**src/rtl/mem_port_arbiter_pkg.sv**
```systemverilog
// rtl/mem_port_arbiter_pkg.sv - shared types and constants for the memory port arbiter
package mem_arb_pkg;

  typedef enum logic [1:0] {
    IDLE = 2'd0,
    WAIT = 2'd1,
    RESP = 2'd2
  } arb_state_t;

  localparam logic [1:0] MASK_BYTE = 2'd0;
  localparam logic [1:0] MASK_HALF = 2'd1;
  localparam logic [1:0] MASK_WORD = 2'd2;

  // Read data returned when a backing transaction is abandoned by the timeout
  localparam logic [31:0] TIMEOUT_FILL = 32'hDEADBEEF;

endpackage

```
**src/rtl/mem_port_arbiter_rr_picker.sv**
```systemverilog
// rtl/mem_port_arbiter_rr_picker.sv - round-robin winner search starting at rr_ptr
module rr_picker #(
  parameter int NUM_PORTS = 2,
  parameter int PTR_W     = 1
) (
  input  logic [NUM_PORTS-1:0] req,
  input  logic [PTR_W-1:0]     rr_ptr,
  output logic                 any_req,
  output logic [PTR_W-1:0]     winner
);

  logic [2*NUM_PORTS-1:0] masked;
  logic                   found;
  int                     idx;

  // Lower copy hides ports below rr_ptr; upper copy supplies the wrap-around
  always_comb begin
    masked = {req, req};
    for (int i = 0; i < NUM_PORTS; i++) begin
      if (i < int'(rr_ptr)) masked[i] = 1'b0;
    end
  end

  always_comb begin
    found = 1'b0;
    idx   = 0;
    for (int i = 0; i < 2*NUM_PORTS; i++) begin
      if (!found && masked[i]) begin
        found = 1'b1;
        idx   = i;
      end
    end
    any_req = |req;
    winner  = (idx >= NUM_PORTS) ? PTR_W'(idx - NUM_PORTS) : PTR_W'(idx);
  end

endmodule

```
**src/rtl/mem_port_arbiter.sv**
```systemverilog
// rtl/mem_port_arbiter.sv - round-robin arbiter of NUM_PORTS requesters onto one memory port
// Optional forced-error completion after TIMEOUT_CYCLES WAIT cycles: define MEM_ARB_TIMEOUT_EN.
module mem_port_arbiter
  import mem_arb_pkg::*;
#(
  parameter int NUM_PORTS      = 2,
  parameter int ADDR_W         = 32,
  parameter int DATA_W         = 32,
  parameter int TIMEOUT_CYCLES = 64
) (
  input  logic                        clk,
  input  logic                        reset,
  input  logic [NUM_PORTS-1:0]        req_valid,
  input  logic [NUM_PORTS*ADDR_W-1:0] req_addr,
  input  logic [NUM_PORTS*DATA_W-1:0] req_wdata,
  input  logic [NUM_PORTS-1:0]        req_memRead,
  input  logic [NUM_PORTS-1:0]        req_memWrite,
  input  logic [NUM_PORTS*2-1:0]      req_maskMode,
  input  logic [NUM_PORTS-1:0]        req_sext,
  output logic [NUM_PORTS-1:0]        req_good,
  output logic [DATA_W-1:0]           req_rdata,
  output logic [NUM_PORTS-1:0]        req_err,
  output logic                        mem_valid,
  output logic [ADDR_W-1:0]           mem_addr,
  output logic [DATA_W-1:0]           mem_writeData,
  output logic                        mem_memRead,
  output logic                        mem_memWrite,
  output logic [1:0]                  mem_maskMode,
  output logic                        mem_sext,
  input  logic                        mem_good,
  input  logic [DATA_W-1:0]           mem_readData
);

  localparam int PTR_W = (NUM_PORTS > 1) ? $clog2(NUM_PORTS) : 1;

  arb_state_t           state, state_next;
  logic [PTR_W-1:0]     rr_ptr, grant, winner;
  logic [NUM_PORTS-1:0] grant_onehot;
  logic                 any_req, do_grant, do_finish;

  logic [ADDR_W-1:0] sel_addr;
  logic [DATA_W-1:0] sel_wdata;
  logic              sel_rd, sel_wr, sel_sext;
  logic [1:0]        sel_mask;

  rr_picker #(.NUM_PORTS(NUM_PORTS), .PTR_W(PTR_W)) u_picker (
    .req     (req_valid),
    .rr_ptr  (rr_ptr),
    .any_req (any_req),
    .winner  (winner)
  );

  always_comb begin
    sel_addr  = '0;
    sel_wdata = '0;
    sel_rd    = 1'b0;
    sel_wr    = 1'b0;
    sel_mask  = 2'd0;
    sel_sext  = 1'b0;
    for (int i = 0; i < NUM_PORTS; i++) begin
      if (winner == PTR_W'(i)) begin
        sel_addr  = req_addr[i*ADDR_W +: ADDR_W];
        sel_wdata = req_wdata[i*DATA_W +: DATA_W];
        sel_rd    = req_memRead[i];
        sel_wr    = req_memWrite[i];
        sel_mask  = req_maskMode[i*2 +: 2];
        sel_sext  = req_sext[i];
      end
    end
  end

  assign grant_onehot = NUM_PORTS'(1) << grant;

`ifdef MEM_ARB_TIMEOUT_EN
  localparam int CNT_W = $clog2(TIMEOUT_CYCLES + 1);

  logic [CNT_W-1:0] wait_cnt;
  logic             timeout_hit, timed_out;

  // Counts completed WAIT cycles; the TIMEOUT_CYCLES-th WAIT cycle is the last one
  assign timeout_hit = (wait_cnt == CNT_W'(TIMEOUT_CYCLES - 1));

  always_ff @(posedge clk or posedge reset) begin
    if (reset) begin
      wait_cnt <= '0;
    end else if (do_grant) begin
      wait_cnt <= '0;
    end else if (state == WAIT) begin
      wait_cnt <= wait_cnt + 1'b1;
    end
  end
`else
  logic unused_timeout_cfg;
  assign unused_timeout_cfg = ^{TIMEOUT_CYCLES, TIMEOUT_FILL};
  assign req_err = '0;
`endif

  always_ff @(posedge clk or posedge reset) begin
    if (reset) state <= IDLE;
    else       state <= state_next;
  end

  always_comb begin
    state_next = state;
    do_grant   = 1'b0;
    do_finish  = 1'b0;
`ifdef MEM_ARB_TIMEOUT_EN
    timed_out  = 1'b0;
`endif
    case (state)
      IDLE: begin
        if (any_req) begin
          do_grant   = 1'b1;
          state_next = WAIT;
        end
      end
      WAIT: begin
        if (mem_good) begin
          do_finish  = 1'b1;
          state_next = RESP;
        end
`ifdef MEM_ARB_TIMEOUT_EN
        else if (timeout_hit) begin
          do_finish  = 1'b1;
          timed_out  = 1'b1;
          state_next = RESP;
        end
`endif
      end
      RESP:    state_next = IDLE;
      default: state_next = IDLE;
    endcase
  end

  always_ff @(posedge clk or posedge reset) begin
    if (reset) begin
      rr_ptr        <= '0;
      grant         <= '0;
      req_good      <= '0;
      req_rdata     <= '0;
      mem_valid     <= 1'b0;
      mem_addr      <= '0;
      mem_writeData <= '0;
      mem_memRead   <= 1'b0;
      mem_memWrite  <= 1'b0;
      mem_maskMode  <= 2'd0;
      mem_sext      <= 1'b0;
`ifdef MEM_ARB_TIMEOUT_EN
      req_err       <= '0;
`endif
    end else begin
      req_good <= '0;
`ifdef MEM_ARB_TIMEOUT_EN
      req_err  <= '0;
`endif
      if (do_grant) begin
        grant         <= winner;
        rr_ptr        <= (winner == PTR_W'(NUM_PORTS - 1)) ? '0 : winner + 1'b1;
        mem_valid     <= 1'b1;
        mem_addr      <= sel_addr;
        mem_writeData <= sel_wdata;
        mem_memRead   <= sel_rd;
        mem_memWrite  <= sel_wr;
        mem_maskMode  <= sel_mask;
        mem_sext      <= sel_sext;
      end
      if (do_finish) begin
        mem_valid <= 1'b0;
        req_good  <= grant_onehot;
        req_rdata <= mem_readData;
`ifdef MEM_ARB_TIMEOUT_EN
        if (timed_out) begin
          req_rdata <= DATA_W'(TIMEOUT_FILL);
          req_err   <= grant_onehot;
        end
`endif
      end
    end
  end

endmodule

```
**config.mk**
```make
export PLATFORM = sky130hd
export DESIGN_NAME = mem_port_arbiter
export DESIGN_NICKNAME = d
export VERILOG_FILES = /design/src/rtl/mem_port_arbiter_pkg.sv /design/src/rtl/mem_port_arbiter_rr_picker.sv /design/src/rtl/mem_port_arbiter.sv
export SDC_FILE = /design/constraint.sdc
export NUM_CORES = 1
export LEC_CHECK = 0
export CAP_MARGIN = 15
export CORE_MARGIN = 4
export CORE_UTILIZATION = 37
export CTS_BUF_LIST = sky130_fd_sc_hd__clkbuf_4 sky130_fd_sc_hd__clkbuf_8 sky130_fd_sc_hd__clkbuf_16
export CTS_CLUSTER_DIAMETER = 80
export CTS_CLUSTER_SIZE = 10
export DETAILED_ROUTE_END_ITERATION = 8
export GPL_TIMING_DRIVEN = 0
export PLACE_DENSITY = 0.83
export SYNTH_ARGS = -nofsm -noshare
export SYNTH_HDL_FRONTEND = slang
export SYNTH_SLANG_ARGS = --single-unit
```
**constraint.sdc**
```tcl
create_clock -name clk -period 5.2 [get_ports clk]
set_clock_uncertainty 0.2 [all_clocks]
set_input_delay 1.56 -clock clk [delete_from_list [all_inputs] [get_ports clk]]
set_output_delay 1.56 -clock clk [all_outputs]
set_load 0.005 [all_outputs]
```
* Yosys cells after proc, flatten, opt, wreduce, memory -nomap -nowiden
Index checks and enable logic that the tools add are counted.
** Storage, ports and cells
- Register bits :: 108
- Input bits :: 175
** Operators by class
- Add/subtract/negate cells :: 2
- Shift operators :: 1
- Mux-type cells :: 25
- Reduce and logical (&&, ||, !) cells :: 10
- Magnitude comparators :: 2
- Equality and inequality tests :: 3
** Operators by type and width (count)
- $mux W32 :: 2
- $mux W1 :: 16
- $mux W2 :: 6
- $ne A2 B2 Y1 const B :: 2
- $pmux W2 S2 :: 1
- $logic_and A1 B1 Y1 :: 3
- $logic_not A1 Y1 :: 3
- $eq A2 B1 Y1 const B :: 1
- $ge A2 B2 Y1 const B :: 1
- $logic_not A2 Y1 :: 1
- $reduce_and A2 Y1 :: 1
- $reduce_bool A2 Y1 :: 1
- $reduce_or A2 Y1 :: 1
- $shl A1 B1 Y2 const A :: 1
- $add A1 B1 Y1 const B :: 1
- $lt A1 B1 Y1 const A :: 1
- $sub A1 B1 Y1 const B :: 1

* Longest topological paths before layout
- Word-level depth :: 16
- Mapped depth :: 6

* Cells and area by module
From an unflattened synthesis, not the netlist that was laid out.
** Unflattened totals
- Cells, all modules :: 318
- Area total of the unflattened synthesis :: 5492.8 sq um
** Modules (own cells, without submodules)
- mem_port_arbiter :: area an instance 5475.3 sq um, sequential area each 2702.6 sq um, instances 1, cells each 315
- rr_picker :: area an instance 17.5 sq um, sequential area each 0.0 sq um, instances 1, cells each 3

* Least setup slack after synthesis
Ideal clock, no wire load.
- Kind :: input to register
- Start point :: input req_valid[1]
- End point :: register mem_addr[0]
- Setup time :: 0.126 ns
- Path buffers :: 2
- Arrival :: 2.425 ns
- Slack :: 2.449 ns
- Cell stages on the path :: 5
- Required time :: 4.874 ns
- Path through :: nand2_1 > and3_1 > clkbuf_1 > clkbuf_1 > a221o_1
** On the way
- Cells in the longest elaborated chain, start to end :: 11
- Elaborated cells on any way between the ends :: 17
** Ends and longest elaborated chain
- from (decl) :: RTL line mem_port_arbiter.sv:13 : input logic [NUM_PORTS-1:0] req_valid,
- $logic_and A1 B1 Y1 :: RTL line mem_port_arbiter_rr_picker.sv:28 : if (!found && masked[i]) begin
- $mux W1 :: RTL line mem_port_arbiter_rr_picker.sv:28
- $logic_not A1 Y1 :: RTL line mem_port_arbiter_rr_picker.sv:28
- $logic_and A1 B1 Y1 :: RTL line mem_port_arbiter_rr_picker.sv:28
- $mux W1 :: RTL line mem_port_arbiter_rr_picker.sv:28
- $logic_not A1 Y1 :: RTL line mem_port_arbiter_rr_picker.sv:28
- $logic_and A1 B1 Y1 :: RTL line mem_port_arbiter_rr_picker.sv:28
- $mux W2 :: RTL line mem_port_arbiter_rr_picker.sv:28
- $ge A2 B2 Y1 / $sub A1 B1 Y1 (equally long branches) :: RTL line mem_port_arbiter_rr_picker.sv:34 : winner = (idx >= NUM_PORTS) ? PTR_W'(idx - NUM_PORTS) : PTR_W'(idx);
- $mux W1 :: RTL line mem_port_arbiter_rr_picker.sv:34
- $mux W32 :: RTL line mem_port_arbiter.sv:61 : if (winner == PTR_W'(i)) begin
- to (signal assigned) :: RTL line mem_port_arbiter.sv:160 : mem_addr <= sel_addr;
- to (decl) :: RTL line mem_port_arbiter.sv:24 : output logic [ADDR_W-1:0] mem_addr,
Several ways; a longest one is shown, not always the timed one.
A chain may end at the register's enable or synchronous reset.

* Worst setup path after layout
- Start point :: input req_valid[1]
- End point :: register mem_writeData[5]
** On the way
- Cells in the longest elaborated chain, start to end :: 11
- Elaborated cells on any way between the ends :: 17
** Ends and longest elaborated chain
- $logic_and A1 B1 Y1 :: RTL line mem_port_arbiter_rr_picker.sv:28
- $mux W1 :: RTL line mem_port_arbiter_rr_picker.sv:28
- $logic_not A1 Y1 :: RTL line mem_port_arbiter_rr_picker.sv:28
- $logic_and A1 B1 Y1 :: RTL line mem_port_arbiter_rr_picker.sv:28
- $mux W1 :: RTL line mem_port_arbiter_rr_picker.sv:28
- $logic_not A1 Y1 :: RTL line mem_port_arbiter_rr_picker.sv:28
- $logic_and A1 B1 Y1 :: RTL line mem_port_arbiter_rr_picker.sv:28
- $mux W2 :: RTL line mem_port_arbiter_rr_picker.sv:28
- $ge A2 B2 Y1 / $sub A1 B1 Y1 (equally long branches) :: RTL line mem_port_arbiter_rr_picker.sv:34
- $mux W1 :: RTL line mem_port_arbiter_rr_picker.sv:34
- $mux W32 :: RTL line mem_port_arbiter.sv:61
- to (signal assigned) :: RTL line mem_port_arbiter.sv:161 : mem_writeData <= sel_wdata;
- to (decl) :: RTL line mem_port_arbiter.sv:25 : output logic [DATA_W-1:0] mem_writeData,
Several ways; a longest one is shown, not always the timed one.

==> reports/qor.txt <==
status: finished clean
CTS Buffer Depth: 2
post-synthesis mux area share: 7.932%
Design Area, Final: 7846 um^2
DP Area: 7543 um^2
crit-path most repeated cell: buf_2
post-synthesis compound-gate area fraction: 27.16%
post-CTS setup buffers: 0
chip width: 118.8 um
Worst Setup SP: req_valid[1]
Synth Area in XOR/XNOR: 0%
synthesized area: 4543 um^2
CP Capture Type: flop
CP Class: in -> reg
Area contributors post-synth: dfrtp_1, a221o_1, o21a_1
DR pass1 iterations: 4
Cells after Synth: 334
fillers: 909
Skew-Pair Late Insertion Delay: 0.33 ns
Design Power: 4.258 mW
fin crit period: 3.410 ns
largest net degree at the start of global routing: 56
r2r worst-path depth: 5
gp weighted congestion: 0.7808
global route total overflow: 0
dpl cells: 761
hold slack: 0.2696 ns
Slew Viols, Final: 0
critical path data required time: 5.27 ns
Final setup viols: 0
Final Hold Viols: 0
Vias/cell: 5.345
via count: 4153
cell taking the most area after synthesis: dfrtp_1
startpoint of the worst-slack reg-to-reg timing path: state[0]
root buffer cell: clkbuf_16
register bit total from synthesis: 108
top cell type's share of synthesized area: 59.49%
global-route wire length before repair: 24370 um
Max Cap Viol: 0
Synth Area in Adders: 0%
critical path arrival: 3.48 ns
DR WL/cell: 19.97 um
Crit-path slowest cell: nor2_1
Inserted Clock Buffers: 9
Total Routing Usage GR: 21.78%
startpoint types: primary input
achievable clock frequency: 0.2932 GHz
Post-Synth Simple-Gate Area: 1.487%
pre-CTS WS: 1.423 ns
clk slew on worst S/H paths: 0.07 ns
RSZ-0062 raised after global routing: no
non-filler cells in the finished layout: 777
WP depth: 6
DRT antenna net count: 0
CTS tree: yes
Buf/Inv on CP: 3
Die ar.: 14120 um^2
post-layout net count: 800
worst-path maximum fanout: 10
CTS resizes: 0
R2R setup slack: 3.07 ns
slowest stage delay, CP: 0.51 ns
Slew @ Worst Pin: 0.6968 ns
H-tree depth: 3
area of the core: 12010 um^2
share of cells above drive strength 1: 9.841%
Area growth syn-to-layout: 72.71%
Worst path top cell family by delay: buffers and inverters
reg2reg end: mem_sext
sequential share of the synthesized area: 59.49%
worst setup path endpoint: mem_writeData[5]
Top-Level Pins: 281
hold crit path type: reg -> reg
Die Y: 118.8 um
CP cell instances: clkdlybuf4s50_1 -> nor2_1 -> buf_2 -> buf_2 -> o21a_1 -> a221o_1
Detailed Route WL: 15510 um
ANT cells: 0
Synth warnings: 0
TritonCTS Sinks: 108
dpl hpwl: 11850 um
highest ir drop seen on vdd: 238.4 uV
Rel. slew slack: 53.55%
vias in the first global route: 4524
FP Rows: 40
initial DRC count: 224
initial antenna violation count: 0
residual DRC count: 0
Avg Inst Size Synth: 13.60 um^2
Starting Density: 37.82%
P_leak: 3.243 nW
final worst slack: 1.790 ns
Power Density: 542.6 nW/um^2
CTS Hold Bufs: 0
setup total negative slack: 0 ns
count of cell types in the netlist: 19
main combinational cell family by area after synthesis: compound AO/OA/AOI/OAI gates
period utilisation layout: 65.58%
Util after Layout: 65.32%
PortBufs: 278
[sequential cells by signal (all words and copies together), names as in the netlist]
signal,count
mem_writeData,32
req_good,2
mem_maskMode,2
mem_memWrite,1
rr_ptr,1
mem_memRead,1
mem_sext,1
mem_addr,32
grant,1
state,2
req_rdata,32
mem_valid,1
[worst min-delay path by stage]
stage | start | slack (ns) | to | cells after the start
CTS | grant | 0.27 | req_good[0] | 1
detailed placement | grant | 0.26 | req_good[0] | 1
global route | grant | 0.30 | req_good[0] | 1
global placement | grant | 0.26 | req_good[0] | 1
finish | grant | 0.27 | req_good[0] | 1
floorplan | grant | 0.22 | req_good[0] | 1
[cell usage in the layout (no fill, tap or decap), types with 2 or more instances in the layout]
master | Yosys | routed
mux2_2 | 32 | 32
nand2b_1 | 2 | 2
nor2_1 | 3 | 3
a221o_1 | 69 | 69
clkinv_2 | 0 | 2
o21a_1 | 69 | 69
clkbuf_1 | 24 | 24
buf_2 | 8 | 8
clkdlybuf4s50_1 | 0 | 278
clkbuf_4 | 0 | 2
a21o_1 | 2 | 2
dfrtp_1 | 108 | 108
conb_1 | 1 | 2
nand2_1 | 3 | 3
buf_6 | 2 | 2
and3_1 | 2 | 2
clkbuf_16 | 0 | 9
o21ai_0 | 2 | 2
buf_4 | 2 | 2
[metal layers]
metal	share of wire (%)	GRT usage, %
met4	1.9	5.793
met1	39	24.98
met3	8.3	7.217
met2	51	38.93
met5	0	0
[synthesized netlist by cell type]
| cell type | instances |
|---|---|
| dfrtp_1 | 108 |
| a221o_1 | 69 |
| o21a_1 | 69 |
| mux2_2 | 32 |
| clkbuf_1 | 24 |
| buf_2 | 8 |
| nand2_1 | 3 |
| nor2_1 | 3 |
| a21o_1 | 2 |
| and3_1 | 2 |
| buf_4 | 2 |
| buf_6 | 2 |
| inv_1 | 2 |
| nand2b_1 | 2 |
| o21ai_0 | 2 |
| and2_1 | 1 |
| conb_1 | 1 |
| nand3b_1 | 1 |
| or2_1 | 1 |
[where the power goes]
group | leakage, nW | internal, mW | switching, mW
logic | 1.77 | 1.33 | 0.757
clock network | 0.153 | 0.397 | 0.296
registers | 1.32 | 1.25 | 0.223
[worst register-to-register path: stages, from the launching register on]
cell and delay (ns):
dfrtp_1 0.40, nor2_1 0.15, and3_1 0.17, clkbuf_1 0.37, clkbuf_1 0.52, a221o_1 0.25
[cell type report]
| class | count | area, um^2 | area share [%] |
|---|---|---|---|
| clock buffer | 12 | 254.0 | 3.237 |
| clock inverter | 4 | 48.80 | 0.6219 |
| tap | 147 | 183.9 | 2.344 |
| multi-input combinational | 189 | 1669 | 21.27 |
| buffer | 36 | 167.7 | 2.137 |
| inverter | 2 | 10.01 | 0.1276 |
| sequential | 108 | 2703 | 34.44 |
| timing repair buffer | 279 | 2810 | 35.82 |
[cells by family (layout without fill, tap and decap cells)]
group	Yosys count	after routing
compound gates	142	142
flops	108	108
buf+inv	38	333
simple gates	13	13
mux	32	32
other cells	1	2
(Power assumes the default switching activity.)
